$ cat src/rtl/dmem_arbiter_if.sv
// dmem_arbiter_if: core, host and data-memory signals around the memory arbiter
interface dmem_arbiter_if #(parameter int AW = 8);
  logic          core_req;
  logic          core_we;
  logic [AW-1:0] core_addr;
  logic [7:0]    core_wdata;
  logic [7:0]    core_rdata;
  logic          core_stall;
  logic          host_req;
  logic          host_we;
  logic [AW-1:0] host_addr;
  logic [7:0]    host_wdata;
  logic          host_gnt;
  logic [7:0]    host_rdata;
  logic          host_rvalid;
  logic          mem_wr_en;
  logic [AW-1:0] mem_addr;
  logic [7:0]    mem_dat_in;
  logic [7:0]    mem_data;
  modport slave (
    input  core_req, core_we, core_addr, core_wdata, host_req, host_we, host_addr, host_wdata, mem_data,
    output core_rdata, core_stall, host_gnt, host_rdata, host_rvalid, mem_wr_en, mem_addr, mem_dat_in
  );
  modport master (
    output core_req, core_we, core_addr, core_wdata, host_req, host_we, host_addr, host_wdata, mem_data,
    input  core_rdata, core_stall, host_gnt, host_rdata, host_rvalid, mem_wr_en, mem_addr, mem_dat_in
  );
endinterface

$ cat src/rtl/dmem_arbiter.sv
// dmem_arbiter: core-priority data memory arbiter with starvation escape and bounded host bursts
module dmem_arbiter #(
  parameter int AW         = 8,
  parameter int STARVE_MAX = 8,
  parameter int HOST_BURST = 4
) (
  input logic          clk,
  input logic          start,
  dmem_arbiter_if.slave bus
);
  typedef enum logic {CORE_PRI, HOST_PRI} state_t;
  state_t     state;
  logic [7:0] starve_cnt;
  logic [7:0] burst_cnt;
  logic [7:0] rdata_q;
  logic       rvalid_q;
  logic       core_gnt;
  logic       host_gnt;
  logic       host_rd;
  always_comb begin
    core_gnt = state == CORE_PRI ? bus.core_req : bus.core_req && !bus.host_req;
    host_gnt = state == CORE_PRI ? bus.host_req && !bus.core_req : bus.host_req;
    host_rd  = host_gnt && !bus.host_we;
  end
  assign bus.host_gnt    = host_gnt;
  assign bus.core_stall  = bus.core_req && !core_gnt;
  assign bus.core_rdata  = core_gnt ? bus.mem_data : 8'd0;
  assign bus.mem_wr_en   = host_gnt ? bus.host_we : core_gnt && bus.core_we;
  assign bus.mem_addr    = host_gnt ? bus.host_addr : core_gnt ? bus.core_addr : '0;
  assign bus.mem_dat_in  = host_gnt ? bus.host_wdata : core_gnt ? bus.core_wdata : 8'd0;
  assign bus.host_rdata  = rdata_q;
  assign bus.host_rvalid = rvalid_q;
  // In HOST_PRI a pending host request is always granted, so !host_req is the only early exit
  always_ff @(posedge clk)
    if (start) begin
      state      <= CORE_PRI;
      starve_cnt <= '0;
      burst_cnt  <= '0;
      rvalid_q   <= 1'b0;
      rdata_q    <= '0;
    end else begin
      rvalid_q <= host_rd;
      if (host_rd) rdata_q <= bus.mem_data;
      if (state == CORE_PRI) begin
        if (bus.host_req && !host_gnt) begin
          starve_cnt <= starve_cnt == 8'(STARVE_MAX - 1) ? 8'd0 : starve_cnt + 8'd1;
          if (starve_cnt == 8'(STARVE_MAX - 1)) begin
            state     <= HOST_PRI;
            burst_cnt <= '0;
          end
        end else starve_cnt <= '0;
      end else if (!bus.host_req || burst_cnt == 8'(HOST_BURST - 1)) begin
        state     <= CORE_PRI;
        burst_cnt <= '0;
      end else burst_cnt <= burst_cnt + 8'd1;
    end
endmodule

$ cat src/flat_wrapper.sv
// flat-port wrapper written by rule: the top's interface ports become plain ports
module dmem_arbiter_flat 
#(
  parameter int AW         = 8,
  parameter int STARVE_MAX = 8,
  parameter int HOST_BURST = 4
)
  (clk, start, bus_core_req, bus_core_we, bus_core_addr, bus_core_wdata, bus_host_req, bus_host_we, bus_host_addr, bus_host_wdata, bus_mem_data, bus_core_rdata, bus_core_stall, bus_host_gnt, bus_host_rdata, bus_host_rvalid, bus_mem_wr_en, bus_mem_addr, bus_mem_dat_in);
  dmem_arbiter_if #(.AW(AW)) bus_i ();
  input logic clk;
  input logic start;
  input wire logic [$bits(bus_i.core_req)-1:0] bus_core_req;
  input wire logic [$bits(bus_i.core_we)-1:0] bus_core_we;
  input wire logic [$bits(bus_i.core_addr)-1:0] bus_core_addr;
  input wire logic [$bits(bus_i.core_wdata)-1:0] bus_core_wdata;
  input wire logic [$bits(bus_i.host_req)-1:0] bus_host_req;
  input wire logic [$bits(bus_i.host_we)-1:0] bus_host_we;
  input wire logic [$bits(bus_i.host_addr)-1:0] bus_host_addr;
  input wire logic [$bits(bus_i.host_wdata)-1:0] bus_host_wdata;
  input wire logic [$bits(bus_i.mem_data)-1:0] bus_mem_data;
  output wire logic [$bits(bus_i.core_rdata)-1:0] bus_core_rdata;
  output wire logic [$bits(bus_i.core_stall)-1:0] bus_core_stall;
  output wire logic [$bits(bus_i.host_gnt)-1:0] bus_host_gnt;
  output wire logic [$bits(bus_i.host_rdata)-1:0] bus_host_rdata;
  output wire logic [$bits(bus_i.host_rvalid)-1:0] bus_host_rvalid;
  output wire logic [$bits(bus_i.mem_wr_en)-1:0] bus_mem_wr_en;
  output wire logic [$bits(bus_i.mem_addr)-1:0] bus_mem_addr;
  output wire logic [$bits(bus_i.mem_dat_in)-1:0] bus_mem_dat_in;
  assign bus_i.core_req = bus_core_req;
  assign bus_i.core_we = bus_core_we;
  assign bus_i.core_addr = bus_core_addr;
  assign bus_i.core_wdata = bus_core_wdata;
  assign bus_i.host_req = bus_host_req;
  assign bus_i.host_we = bus_host_we;
  assign bus_i.host_addr = bus_host_addr;
  assign bus_i.host_wdata = bus_host_wdata;
  assign bus_i.mem_data = bus_mem_data;
  assign bus_core_rdata = bus_i.core_rdata;
  assign bus_core_stall = bus_i.core_stall;
  assign bus_host_gnt = bus_i.host_gnt;
  assign bus_host_rdata = bus_i.host_rdata;
  assign bus_host_rvalid = bus_i.host_rvalid;
  assign bus_mem_wr_en = bus_i.mem_wr_en;
  assign bus_mem_addr = bus_i.mem_addr;
  assign bus_mem_dat_in = bus_i.mem_dat_in;
  dmem_arbiter #(.AW(AW), .STARVE_MAX(STARVE_MAX), .HOST_BURST(HOST_BURST)) u_core (.clk(clk), .start(start), .bus(bus_i));
endmodule
$ cat config.mk
export PLATFORM = sky130hd
export DESIGN_NAME = dmem_arbiter_flat
export DESIGN_NICKNAME = d
export VERILOG_FILES = /design/src/rtl/dmem_arbiter_if.sv /design/src/rtl/dmem_arbiter.sv /design/src/flat_wrapper.sv
export SDC_FILE = /design/constraint.sdc
export NUM_CORES = 1
export LEC_CHECK = 0
export ABC_AREA = 1
export ABC_CLOCK_PERIOD_IN_PS = 3260
export CORE_MARGIN = 2
export CORE_UTILIZATION = 42
export CTS_CLUSTER_SIZE = 40
export DETAILED_ROUTE_END_ITERATION = 10
export HOLD_SLACK_MARGIN = 0.15
export PLACE_DENSITY_LB_ADDON = 0.3
export SETUP_SLACK_MARGIN = 0.3
export SYNTH_ARGS = -nofsm -noshare
export SYNTH_HDL_FRONTEND = slang
export SYNTH_SLANG_ARGS = --single-unit
$ cat constraint.sdc
create_clock -name clk -period 3.26 [get_ports clk]
set_clock_uncertainty 0.15 [all_clocks]
set_input_delay 0.489 -clock clk [delete_from_list [all_inputs] [get_ports clk]]
set_output_delay 0.489 -clock clk [all_outputs]
set_load 0.01 [all_outputs]
==> results.sh, run 1 <==
export IMPL_grt_pass1_wl_um=6970
export IMPL_fp_dieH_um=63.6
export IMPL_power_share_clock_pct=21.3
export IMPL_syn_area_um2=1490
export IMPL_first_iter_violations=55
export IMPL_coreArea_um2=3360
export IMPL_hold_viol=0
export IMPL_critPathCapture="bus_mem_dat_in[0]"
export IMPL_cp_required_ps=2620
export IMPL_avgViaCountPerCell=4.91
export IMPL_power_uw=642
export IMPL_ios=82
export IMPL_grt_start_max_net_pins=19
export IMPL_cts_sinks=26
export IMPL_drt_total_wl_um=4440
export IMPL_synthCells=212
export IMPL_switching_share_pct=25.2
export IMPL_avgSynthCellArea_um2=7.03
export IMPL_ir_drop_uv=255
export IMPL_p_int_uw=480
export IMPL_synth_top_area_share_pct=34.9
export IMPL_fmax_ghz=0.351
export IMPL_worst_pin_slew_ps=310
export IMPL_port_buffers=81
export IMPL_reg2reg_depth=7
export IMPL_cap_violations=0
export IMPL_clockBufferDepth=2
export IMPL_relSlewSlack_pct=79.3
export IMPL_power_frac_seq_pct=50.7
export IMPL_antenna_found_initial=0
export IMPL_slew_violations=0
export IMPL_async_flop_share_pct=0
export IMPL_status="finished, final reports clean"
export IMPL_die_area_um2=4040
export IMPL_r2r_end="u_core.starve_cnt[7]"
export IMPL_num_rows=21
export IMPL_fin_area_um2=2410
export IMPL_arrival_ps=2210
export IMPL_vias=1675
export IMPL_syn_num_nets=261
export IMPL_drc_errors=0
export IMPL_synth_ff_type="dfxtp_1"
export IMPL_dr_pass1_iters=5
export IMPL_clkSlewWorstSetupHoldPaths_ps=130
export IMPL_synth_seq_cells=26
export IMPL_clock_latency_ps=320
export IMPL_die_w_um=63.6
export IMPL_placed_area_um2=2330
export IMPL_crit_path_end_kind="output port"
export IMPL_area_growth_pct=61.5
export IMPL_fillers=292
export IMPL_synth_most_common_cell="nand2_1"
export IMPL_worstReg2RegStart="u_core.starve_cnt[0]"
export IMPL_r2r_setup_slack_ps=1590
export IMPL_root_buffer="clkbuf_4"
export IMPL_synth_edf_count=0
export IMPL_setup_violations_final=0
export IMPL_cts_hold_buf=0
export IMPL_critPathKind="input port to output port"
export IMPL_gp_congestion=0.839
export IMPL_fin_crit_sh_pct=87.5
export IMPL_yosys_top_cells_area="dfxtp_1, nand2_1, a22o_1"
export IMPL_grt_pass1_vias=1547
export IMPL_dp_slack_ps=238
export IMPL_htreeDepth=1
export IMPL_ant_nets=0
export IMPL_seq_area_frac_synth_pct=34.9
export IMPL_drive_gt1_share_pct=6.10
export IMPL_cts_tree="built"
export IMPL_start_kind="input port"
export IMPL_ys_warnings_count=0
export IMPL_power_frac_comb_pct=28.0
export IMPL_pwr_density_cell_nw_per_um2=267
export IMPL_post_dp_hpwl_um=3380
export IMPL_worstHoldPathType="register to register"
export IMPL_cts_buffers=3
export IMPL_period_needed_ps=2850
export IMPL_fin_setup_tns_ps=0
export IMPL_rsz0062_at_grt="no"
export IMPL_wl_per_cell_um=13.0
export IMPL_synth_common_cells="nand2_1, nor2_1, dfxtp_1"
export IMPL_grt_usage_pct=21.7
export IMPL_layout_nets=346
export IMPL_yosysTopAreaCell="dfxtp_1"
export IMPL_overflow=0
export IMPL_hold_ws_ps=320
export IMPL_crit_start="bus_host_req"
export IMPL_timing_final_ws_setup_ps=407
export IMPL_antennaDiodeCount=0
export IMPL_power_switching_uw=162
export IMPL_worst_path_max_fanout=13
export IMPL_p_leak_uw=0.000933
export IMPL_start_util_pct=44.3
export IMPL_ys_types=26
## power groups by stage
stage	clock [uW]	combinational, uW	sequential (uW)
finish	137	180	325
global route	155	191	326
CTS	142	178	325
detailed placement	0	174	332
global placement	0	170	332
floorplan	0	59.4	334
## critical path: stages
cell and delay, ps:
clkdlybuf4s50_1 480, nand2_4 150, inv_2 50, nor2_4 130
buf_4 200, a22o_1 160, clkdlybuf4s50_1 560
## cell usage in the layout (no fill, tap or decap)
cell,Yosys,final
nand3_1,22,22
inv_2,3,3
nor2_2,1,1
xnor2_1,1,1
inv_1,24,24
ha_1,3,3
nand3_2,1,1
clkdlybuf4s50_1,0,81
nor2_1,27,27
buf_4,1,3
o21ai_4,1,1
nand2_1,40,40
clkbuf_4,0,3
a22o_1,16,16
dfxtp_1,26,26
a21oi_1,18,18
nand2_2,2,1
o21ai_0,7,7
xor2_1,4,4
nor2_4,2,2
a32o_1,1,1
nor3_1,2,2
nand2_4,0,1
clkinv_1,1,1
nand4_1,2,2
a21boi_1,1,1
nor3b_1,1,1
buf_12,0,2
## per-layer routing
layer | routed length, um | vias to the layer above | track usage (%)
li1 | - | 868 | -
met1 | 1880 | 750 | 25.0
met2 | 2220 | 53 | 38.4
met3 | 288 | 4 | 6.07
met4 | 55 | 0 | 7.34
met5 | 0 | - | 0
## timing repair
| action | 4_1_cts | 5_1_grt |
|---|---|---|
| endpoints found under the setup margin | 8 | 15 |
| pin swaps | 1 | 1 |
| gates resized for setup | 0 | 1 |
| buffers inserted | 2 | 1 |
## registers in the layout, indices dropped and copies added (netlist names)
signal / cells
u_core.bus.host_rdata: 8
u_core.burst_cnt: 8
u_core.state: 1
u_core.bus.host_rvalid: 1
u_core.starve_cnt: 8
## kinds of logic after synthesis
family,Yosys count,share of synthesized area (%)
XOR/XNOR,5,2.94
AO/OA/AOI/OAI,44,20.1
adder cells (fa/ha/maj),3,2.52
buffers and inverters,34,9.82
flip-flops,26,34.9
AND/OR/NAND/NOR,100,29.7
## cell type report
class / count / area [um2] / area share (%)
Clock buffer: 3 / 22.5 / 0.936
Multi-Input combinational cell: 152 / 828 / 34.4
Sequential cell: 26 / 520 / 21.6
Tap cell: 46 / 57.6 / 2.39
Inverter: 28 / 105 / 4.37
Timing Repair Buffer: 86 / 873 / 36.3
## worst min path at each step
stage | slack [ps] | endpoint | start | cells past startpoint
after global placement | 300 | u_core.bus.host_rdata[4] | u_core.bus.host_rdata[4] | 2
final | 320 | u_core.bus.host_rdata[5] | u_core.bus.host_rdata[5] | 2
after detailed placement | 300 | u_core.bus.host_rdata[5] | u_core.bus.host_rdata[5] | 2
after CTS | 320 | u_core.bus.host_rdata[5] | u_core.bus.host_rdata[5] | 2
after floorplan | 330 | u_core.starve_cnt[0] | u_core.starve_cnt[0] | 2
after global routing | 340 | u_core.bus.host_rdata[4] | u_core.bus.host_rdata[4] | 2
## through the flow
step,instances,utilization [%]
after floorplan,212,-
after global placement,335,69.3
after detailed placement,335,69.3
after CTS,340,70.8
after global routing,341,71.6
final,341,71.6
(Power assumes the default switching activity.)
==> run 2, diff against run 1 <==
- ABC_AREA: 1 -> default
- CORE_UTILIZATION: 42 -> 41
==> run 2 against run 1 <==
Critical path depth is 1 lower. Area after synthesis fell by 4.7%. Combinational power fell by 3%. Fmax down 1.3%. Global-route usage is 0.24 points lower. Clock power up 12%. Critical endpoint is now bus_mem_addr[4]. Sequential power hardly changed. Synthesized cell count decreased by 29%. Flip-flop and latch count stayed put. First-iteration DRC count up 3.6%. Largest cell class is now multi-input combinational cells. Count of clock-buffer cells in the layout increased by 1.
==> results.sh, run 2 <==
export IMPL_min_from="u_core.burst_cnt[7]"
export IMPL_clock_latency_ps=310
export IMPL_critPathKind="input port to output port"
export IMPL_power_frac_comb_pct=26.6
export IMPL_power_switching_uw=150
export IMPL_syn_area_um2=1420
export IMPL_synth_top_area_share_pct=36.7
export IMPL_avgSynthCellArea_um2=9.40
export IMPL_port_buffers=81
export IMPL_cts_tree="built"
export IMPL_worstReg2RegStart="u_core.starve_cnt[0]"
export IMPL_synthMuxAreaShare_pct=7.14
export IMPL_grt_pass1_wl_um=6820
export IMPL_grt_usage_pct=21.5
export IMPL_die_area_um2=3950
export IMPL_utilization_pct=69.2
export IMPL_gp_congestion=0.785
export IMPL_root_buffer="clkbuf_4"
export IMPL_clkSlewWorstSetupHoldPaths_ps=140
export IMPL_grt_start_max_net_pins=19
export IMPL_critPathCapture="bus_mem_addr[4]"
export IMPL_cts_hold_buf=0
export IMPL_avgViaCountPerCell=5.21
export IMPL_synth_seq_cells=26
export IMPL_final_cell_mix="clkdlybuf4s50_1, dfxtp_1, a22o_1"
export IMPL_slowest_stage="clkdlybuf4s50_1"
export IMPL_synth_edf_count=0
export IMPL_cts_sinks=26
export IMPL_num_rows=21
export IMPL_layout_nets=282
export IMPL_critPathBufInv=3
export IMPL_slew_violations=0
export IMPL_grt_util_met2_pct=41.1
export IMPL_vias=1448
export IMPL_seq_area_frac_synth_pct=36.7
export IMPL_ant_nets=0
export IMPL_drt_total_wl_um=4050
export IMPL_p_int_uw=502
export IMPL_die_w_um=62.9
export IMPL_reg2reg_depth=5
export IMPL_drive_gt1_share_pct=8.19
export IMPL_setup_violations_final=0
export IMPL_pwr_density_cell_nw_per_um2=282
export IMPL_synth_top_family_by_area="simple AND/OR/NAND/NOR gates"
export IMPL_fin_setup_tns_ps=0
export IMPL_fin_area_um2=2310
export IMPL_ys_warnings_count=0
export IMPL_fp_dieH_um=62.9
export IMPL_crit_path_frequent_cell="clkdlybuf4s50_1"
export IMPL_fin_crit_sh_pct=88.7
export IMPL_yosysTopAreaCell="dfxtp_1"
export IMPL_synthCells=151
export IMPL_syn_num_nets=200
export IMPL_htreeDepth=1
export IMPL_worst_pin_slew_ps=580
export IMPL_drc_errors=0
export IMPL_use_met3_pct=5.05
export IMPL_path_cells="clkdlybuf4s50_1 > and2b_2 > nor2_2 > buf_4 > a22o_1 > clkdlybuf4s50_1"
export IMPL_period_needed_ps=2890
export IMPL_fmax_ghz=0.346
export IMPL_rsz0062_at_grt="no"
export IMPL_ir_drop_uv=260
export IMPL_layout_commonest_cell="clkdlybuf4s50_1"
export IMPL_synth_fa_ha_area_share_pct=2.64
export IMPL_cp_required_ps=2620
export IMPL_coreArea_um2=3340
export IMPL_post_cts_setup_buffers=0
export IMPL_overflow=0
export IMPL_synth_compound_area_share_pct=21.1
export IMPL_grt_pass1_vias=1391
export IMPL_cts_buffers=3
export IMPL_synth_most_common_cell="dfxtp_1"
export IMPL_synthSimpleGateAreaFrac_pct=24.2
export IMPL_worst_path_max_fanout=18
export IMPL_switching_share_pct=22.9
export IMPL_area_growth_pct=62.6
export IMPL_p_leak_uw=0.000899
export IMPL_wl_per_cell_um=14.6
export IMPL_power_share_clock_pct=23.7
export IMPL_r2r_setup_slack_ps=1460
export IMPL_async_flop_share_pct=0
export IMPL_relSlewSlack_pct=61.2
export IMPL_max_stage_delay_ps=560
export IMPL_start_kind="input port"
export IMPL_synth_ff_type="dfxtp_1"
export IMPL_arrival_ps=2250
export IMPL_ys_types=40
export IMPL_path_depth=6
export IMPL_crit_start="bus_core_req"
export IMPL_post_dp_hpwl_um=3370
export IMPL_yosys_top_cells_area="dfxtp_1, a22o_1, mux2i_1"
export IMPL_power_frac_seq_pct=49.7
export IMPL_antenna_found_initial=0
export IMPL_status="finished, final reports clean"
export IMPL_ios=82
export IMPL_placed_cells=274
export IMPL_fin_cells=278
export IMPL_antennaDiodeCount=0
export IMPL_placed_area_um2=2270
export IMPL_crit_path_end_kind="output port"
export IMPL_clockBufferDepth=2
export IMPL_dr_pass1_iters=4
export IMPL_synth_common_cells="dfxtp_1, a22o_1, nor2_1"
export IMPL_globalRoute_busiestLayer="met2"
export IMPL_synthXorXnorAreaFrac_pct=4.93
export IMPL_hold_viol=0
export IMPL_cap_violations=0
export IMPL_r2r_end="u_core.starve_cnt[2]"
export IMPL_start_util_pct=42.6
export IMPL_use_met1_pct=23.4
export IMPL_path_delay_family="buffers and inverters"
export IMPL_worstHoldPathType="register to register"
export IMPL_dp_slack_ps=260
export IMPL_first_iter_violations=57
export IMPL_timing_final_ws_setup_ps=369
## run 2: cell types whose count changed after synthesis, moves of 8 or more
cell / delta
a21oi_1: -17
and3_1: +10
inv_1: -22
mux2i_1: +9
nand2_1: -33
nand3_1: -15
nor2_1: -8
## run 2: worst min-delay path: stages, from the launching register on
cell and delay, ps:
dfxtp_1 370, nand2_1 60, nand2_1 40
## run 2: layout make-up
type,instances,area [um2]
sequential,26,522
tap,46,57.6
clock buffer,4,36.3
fill,282,1030
multi-input combinational,116,853
inverter,2,7.51
timing repair buffer,84,833
## run 2: logic make-up after synthesis
logic type,count (synthesis)
mux,10
xor+xnor,8
compound gates,36
simple gates,59
flops,26
fa+ha+maj,3
buf+inv,9
## run 2: metal layers
layer / vias to the layer above / routed length [um]
li1: 719 / -
met1: 673 / 1620
met2: 52 / 2100
met3: 4 / 271
met4: 0 / 55
met5: - / 0
## run 2: how the worst min path moves through the flow
stage,end,cells past startpoint
after floorplan,u_core.burst_cnt[7],2
after global routing,u_core.bus.host_rdata[6],2
after global placement,u_core.bus.host_rdata[7],2
final,u_core.burst_cnt[7],2
after detailed placement,u_core.burst_cnt[7],2
after CTS,u_core.burst_cnt[7],2
## run 2: what timing repair did
action | 4_1_cts | 5_1_grt
endpoints found under the hold margin | 0 | 0
resized for setup | 1 | 1
cloned | 0 | 0
endpoints found under the setup margin | 6 | 3
pin swaps | 0 | 0
## run 2: power by group through the flow
stage	Sequential (uW)	Combinational, uW	Clock, uW
5_1_grt	325	185	177
2_1_floorplan	333	56.9	0
3_3_place_gp	331	173	0
4_1_cts	324	175	163
6_report	324	174	154
3_5_place_dp	331	174	0
## run 2: through the flow
step / hold slack, ps / total power [uW]
finish: 352 / 652
global route: 389 / 687
CTS: 355 / 662
detailed placement: 336 / 506
global placement: 321 / 505
floorplan: 310 / 390
